**config.mk**
```make
export PLATFORM = sky130hd
export DESIGN_NAME = pio_master
export DESIGN_NICKNAME = d
export VERILOG_FILES = /design/src/rtl/pio_master.sv
export SDC_FILE = /design/constraint.sdc
export NUM_CORES = 1
export LEC_CHECK = 0
export BUFFER_PORTS_ARGS = -buffer_cell sky130_fd_sc_hd__buf_2
export CORE_UTILIZATION = 40
export DETAILED_ROUTE_END_ITERATION = 10
export PLACE_DENSITY = 0.7
export RECOVER_POWER = 25
export SETUP_SLACK_MARGIN = 0.5
export SLEW_MARGIN = 20
export SYNTH_ARGS = -nofsm -noshare
export SYNTH_HDL_FRONTEND = slang
export SYNTH_SLANG_ARGS = --single-unit
```
**constraint.sdc**
```tcl
create_clock -name clk -period 2.4 [get_ports clk]
set_input_delay 0 -clock clk [delete_from_list [all_inputs] [get_ports clk]]
set_output_delay 0 -clock clk [all_outputs]
set_load 0.02 [all_outputs]
```
**src/rtl/pio_master.sv**
```systemverilog
// Single-outstanding register-bus initiator: host command -> one-cycle rd/wr strobe
// -> wait for slave ack/rvalid or watchdog expiry -> response held until the host takes it.
module pio_master #(
  parameter int PIO_NBITS      = 32,
  parameter int TIMEOUT_CYCLES = 1024,
  parameter int TO_NBITS       = 11
) (
  input  logic                 clk,
  input  logic                 rst,
  input  logic                 cmd_valid,
  output logic                 cmd_ready,
  input  logic                 cmd_wr,
  input  logic [PIO_NBITS-1:0] cmd_addr,
  input  logic [PIO_NBITS-1:0] cmd_wdata,
  output logic                 rsp_valid,
  input  logic                 rsp_ready,
  output logic [PIO_NBITS-1:0] rsp_rdata,
  output logic                 rsp_err,
  output logic                 reg_bs,
  output logic                 reg_rd,
  output logic                 reg_wr,
  output logic [PIO_NBITS-1:0] reg_addr,
  output logic [PIO_NBITS-1:0] reg_din,
  input  logic                 pio_ack,
  input  logic                 pio_rvalid,
  input  logic [PIO_NBITS-1:0] pio_rdata
);

  // state     | meaning
  // ST_IDLE   | ready for a host command
  // ST_STROBE | single-cycle reg_rd/reg_wr pulse toward the slave
  // ST_WAIT   | reg_bs held, waiting for slave completion or watchdog
  // ST_RESP   | response held until the host accepts it
  typedef enum logic [1:0] {ST_IDLE, ST_STROBE, ST_WAIT, ST_RESP} state_e;

  localparam logic [TO_NBITS-1:0] TO_LAST = TO_NBITS'(TIMEOUT_CYCLES - 1);

  state_e               state_q, state_d;
  logic                 cmd_ready_q, cmd_ready_d;
  logic                 wr_q, wr_d;
  logic                 reg_bs_q, reg_bs_d;
  logic                 reg_rd_q, reg_rd_d;
  logic                 reg_wr_q, reg_wr_d;
  logic [PIO_NBITS-1:0] reg_addr_q, reg_addr_d;
  logic [PIO_NBITS-1:0] reg_din_q, reg_din_d;
  logic                 rsp_valid_q, rsp_valid_d;
  logic [PIO_NBITS-1:0] rsp_rdata_q, rsp_rdata_d;
  logic                 rsp_err_q, rsp_err_d;
  logic [TO_NBITS-1:0]  to_cnt_q, to_cnt_d;
  logic                 done;

  // A read only completes on rvalid; a stray ack during a read is ignored.
  assign done = wr_q ? pio_ack : pio_rvalid;

  always_comb begin
    state_d     = state_q;
    cmd_ready_d = 1'b0;
    wr_d        = wr_q;
    reg_bs_d    = reg_bs_q;
    reg_rd_d    = 1'b0;
    reg_wr_d    = 1'b0;
    reg_addr_d  = reg_addr_q;
    reg_din_d   = reg_din_q;
    rsp_valid_d = rsp_valid_q;
    rsp_rdata_d = rsp_rdata_q;
    rsp_err_d   = rsp_err_q;
    to_cnt_d    = to_cnt_q;
    case (state_q)
      ST_IDLE: begin
        cmd_ready_d = 1'b1;
        if (cmd_valid && cmd_ready_q) begin
          state_d     = ST_STROBE;
          cmd_ready_d = 1'b0;
          wr_d        = cmd_wr;
          reg_bs_d    = 1'b1;
          reg_rd_d    = ~cmd_wr;
          reg_wr_d    = cmd_wr;
          reg_addr_d  = cmd_addr;
          reg_din_d   = cmd_wdata;
        end
      end
      ST_STROBE: begin
        state_d  = ST_WAIT;
        to_cnt_d = '0;
      end
      ST_WAIT: begin
        to_cnt_d = to_cnt_q + TO_NBITS'(1);
        if (done) begin
          state_d     = ST_RESP;
          reg_bs_d    = 1'b0;
          rsp_valid_d = 1'b1;
          rsp_err_d   = 1'b0;
          rsp_rdata_d = wr_q ? '0 : pio_rdata;
        end else if (to_cnt_q == TO_LAST) begin
          state_d     = ST_RESP;
          reg_bs_d    = 1'b0;
          rsp_valid_d = 1'b1;
          rsp_err_d   = 1'b1;
          rsp_rdata_d = '0;
        end
      end
      ST_RESP: begin
        if (rsp_ready) begin
          state_d     = ST_IDLE;
          rsp_valid_d = 1'b0;
          cmd_ready_d = 1'b1;
        end
      end
      default: state_d = ST_IDLE;
    endcase
  end

  always_ff @(posedge clk) begin
    if (rst) begin
      state_q     <= ST_IDLE;
      cmd_ready_q <= 1'b0;
      wr_q        <= 1'b0;
      reg_bs_q    <= 1'b0;
      reg_rd_q    <= 1'b0;
      reg_wr_q    <= 1'b0;
      reg_addr_q  <= '0;
      reg_din_q   <= '0;
      rsp_valid_q <= 1'b0;
      rsp_rdata_q <= '0;
      rsp_err_q   <= 1'b0;
      to_cnt_q    <= '0;
    end else begin
      state_q     <= state_d;
      cmd_ready_q <= cmd_ready_d;
      wr_q        <= wr_d;
      reg_bs_q    <= reg_bs_d;
      reg_rd_q    <= reg_rd_d;
      reg_wr_q    <= reg_wr_d;
      reg_addr_q  <= reg_addr_d;
      reg_din_q   <= reg_din_d;
      rsp_valid_q <= rsp_valid_d;
      rsp_rdata_q <= rsp_rdata_d;
      rsp_err_q   <= rsp_err_d;
      to_cnt_q    <= to_cnt_d;
    end
  end

  assign cmd_ready = cmd_ready_q;
  assign reg_bs    = reg_bs_q;
  assign reg_rd    = reg_rd_q;
  assign reg_wr    = reg_wr_q;
  assign reg_addr  = reg_addr_q;
  assign reg_din   = reg_din_q;
  assign rsp_valid = rsp_valid_q;
  assign rsp_rdata = rsp_rdata_q;
  assign rsp_err   = rsp_err_q;

endmodule

```
==> summary.txt <==
Synth
  – Mapped Cells: 526
  – Yosys cell types: 33
  – Top cells by area, synth: dfxtp_1, nand2_1, a21oi_1
  – Top FF cell, synth: dfxtp_1
  – Post-Syn Nets: 634
  – Yosys top cell area share: 52.9%
  – Yosys reg bits: 116
  – Seq/Total Area, Yosys: 52.9%
  – Number of synthesized flops with an enable pin: 0
  – YS warnings: 0
  – Asr flop ratio synth: 0%
  – Post-Syn Area: 4390 µm²
  – Cell with the most instances after synthesis: nand2_1
  – Top cells by count, synth: nand2_1, dfxtp_1, a21oi_1
  – Leading area contributor after synthesis: dfxtp_1
  – Average instance area after synthesis: 8.34 µm²

GRT
  – Number of global-route vias before repair: 4,567
  – Initial antenna violation count: 0
  – Remaining global-route overflow: 0
  – Largest net degree at the start of global routing: 61
  – Gr usage total: 22.9%
  – First-pass GRT wire length: 20.8 mm

Die
  – Ports: 205
  – Starting Density: 41.9%
  – Die footprint: 11,400 µm²
  – Die width: 107 µm
  – Die H: 107 µm
  – Row count: 37
  – Core Area: 10,500 µm²

Placed design
  – Place WS: 562 ps
  – HPWL Detailed: 7.90 mm
  – Buffers on Ports: 204
  – Routability congestion estimate: 0.755

Detailed routing
  – Starting DRC count in detailed routing: 278
  – Routed WL per cell: 14.0 µm
  – Post-route ant nets: 0
  – DR vias: 4,795
  – Pre-antenna DRT Iters: 4
  – Total wire length: 13.5 mm
  – Via/cell ratio: 4.97
  – DRC Markers: 0

Power and ir drop
  – Maximum VDD drop: 483 µV
  – P per Cell Area: 906 nW/µm²
  – Lkg Pwr: 2.93 nW

Run
  – MaxCap Viol Count: 0

Critical path
  – Crit-path slowest cell: or3_4
  – WS Path Type: reg2reg
  – Worst-path cell chain: ha_2, nand4_4, or3_4, a21oi_4, clkbuf_16, o21ai_2
  – CP peak stage delay: 410 ps
  – Crit. End Element: register
  – Worst setup SP type: register
  – Required time of the critical path: 2790 ps
  – Critical path arrival: 2240 ps
  – Crit path max fanout: 17

CTS
  – CTS Buf Count: 17
  – CTS tree: built
  – Reg clk slew, reported paths: 50 ps
  – H-tree level count: 4
  – Clk_lat worst skew: 500 ps
  – Clk root buf: clkbuf_8
  – Clock sink count: 116
  – CTS Buffer Depth: 2

Timing
  – Worst Setup Slack, final: 548 ps
  – Fin crit period: 1850 ps
  – Clock Skew: 8.76 ps
  – Final Cycle Share: 77.2%
  – Final setup fails: 0
  – Worst slew margin: 63.3%
  – Slew Limit Fails: 0
  – Worst-Margin Slew: 550 ps
  – Fin. Hold Viols: 0
  – Setup TNS: 0 ps
  – RSZ-0062 raised after global routing: false
  – Fmax achieved: 540 MHz

Worst hold path
  – Hold Crit Class: in2reg

Status
  – Status: finished, final reports clean

Cells and area
  – Fillers: 821
  – Area growth syn-to-layout: 62.3%
  – Layout cells sized above 1: 26.2%
  – Nets: 924
  – Ant. Diodes: 0
## metrics by stage
stage | instances | util [%] | power, W | hold slack [ps] | instance area [µm²]
floorplan | 526 | - | 0.00321 | 79.3 | 4390
global placement | 831 | 52.5 | 0.00364 | 209 | 5500
detailed placement | 831 | 52.5 | 0.00368 | 206 | 5500
CTS | 962 | 68.0 | 0.00644 | 50.8 | 7120
global route | 964 | 68.1 | 0.00674 | 83.2 | 7120
finish | 964 | 68.1 | 0.00645 | 86.2 | 7120
## registers in the layout (all words and copies together) (netlist names), 2 cells and up
name,cells
reg_addr,32
reg_din,32
state_q,2
to_cnt_q,11
rsp_rdata,32
## worst max-delay path: cells and delay by family, from the launching register on
kind            cells  cell delay, ps
fa+ha+maj           1             230
compound gates      2             330
simple gates        2             550
flops               1             360
buf+inv             1             260
## layout by cell type, fill, tap and decap left out, drive strengths merged, types with 4 or more instances in the layout
master | synthesis | final
nor2 | 10 | 10
dlygate4sd3 | 0 | 100
o21ai | 33 | 33
ha | 5 | 5
clkbuf | 33 | 76
clkinv | 0 | 6
buf | 9 | 157
xor2 | 5 | 5
nand2 | 169 | 169
bufinv | 0 | 5
nand3 | 4 | 4
dfxtp | 116 | 116
nand4 | 37 | 37
a21oi | 73 | 73
## power breakdown
part	total, W	internal [W]	switching (W)	leakage [nW]
combinational	0.00155	0.000566	0.000985	1.68
clock	0.00263	0.00180	0.000833	0.304
sequential	0.00226	0.00214	0.000120	0.939
## layout make-up
type | instances | area (µm²) | area share [%]
clock buffer | 20 | 435 | 6.11
clock inverter | 11 | 183 | 2.57
inverter | 4 | 15.0 | 0.211
multi-input combinational | 364 | 1900 | 26.7
sequential | 116 | 2320 | 32.6
tap | 136 | 170 | 2.39
timing repair buffer | 313 | 2090 | 29.4
## timing repair
action                                 4_1_cts  5_1_grt
setup buffers                                0        0
resized for setup                            0        4
setup endpoints to repair                    0       52
endpoints found under the hold margin      105        0
hold buffers                               100        0
## logic make-up (layout without fill, tap and decap cells)
kind of cell	count (synthesis)	after routing	synth area share, %
multiplexers	1	1	0.228
AND/OR/NAND/NOR	236	236	23.6
XOR/XNOR	8	8	1.60
adder cells (fa/ha/maj)	5	5	1.43
AO/OA/AOI/OAI	114	114	15.8
buffers and inverters	46	348	4.48
flip-flops	116	116	52.9
## routing by layer
metal | GRT usage, % | wire length [µm] | vias up
li1 | - | - | 2362
met1 | 25.0 | 5310 | 2227
met2 | 41.6 | 7060 | 171
met3 | 5.29 | 675 | 35
met4 | 11.1 | 425 | 0
met5 | 0 | 0 | -
## path summary, 6_finish.rpt
check             slack (ps)            to   startpoint  cells after the start
setup reg to reg         550  rsp_rdata[6]  to_cnt_q[0]                      6
hold / removal            90       rsp_err   pio_rvalid                      3
setup / recovery         550  rsp_rdata[6]  to_cnt_q[0]                      6
hold reg to reg          450   reg_din[26]  reg_din[26]                      2
Note: power is estimated with default switching activity, not from simulation.
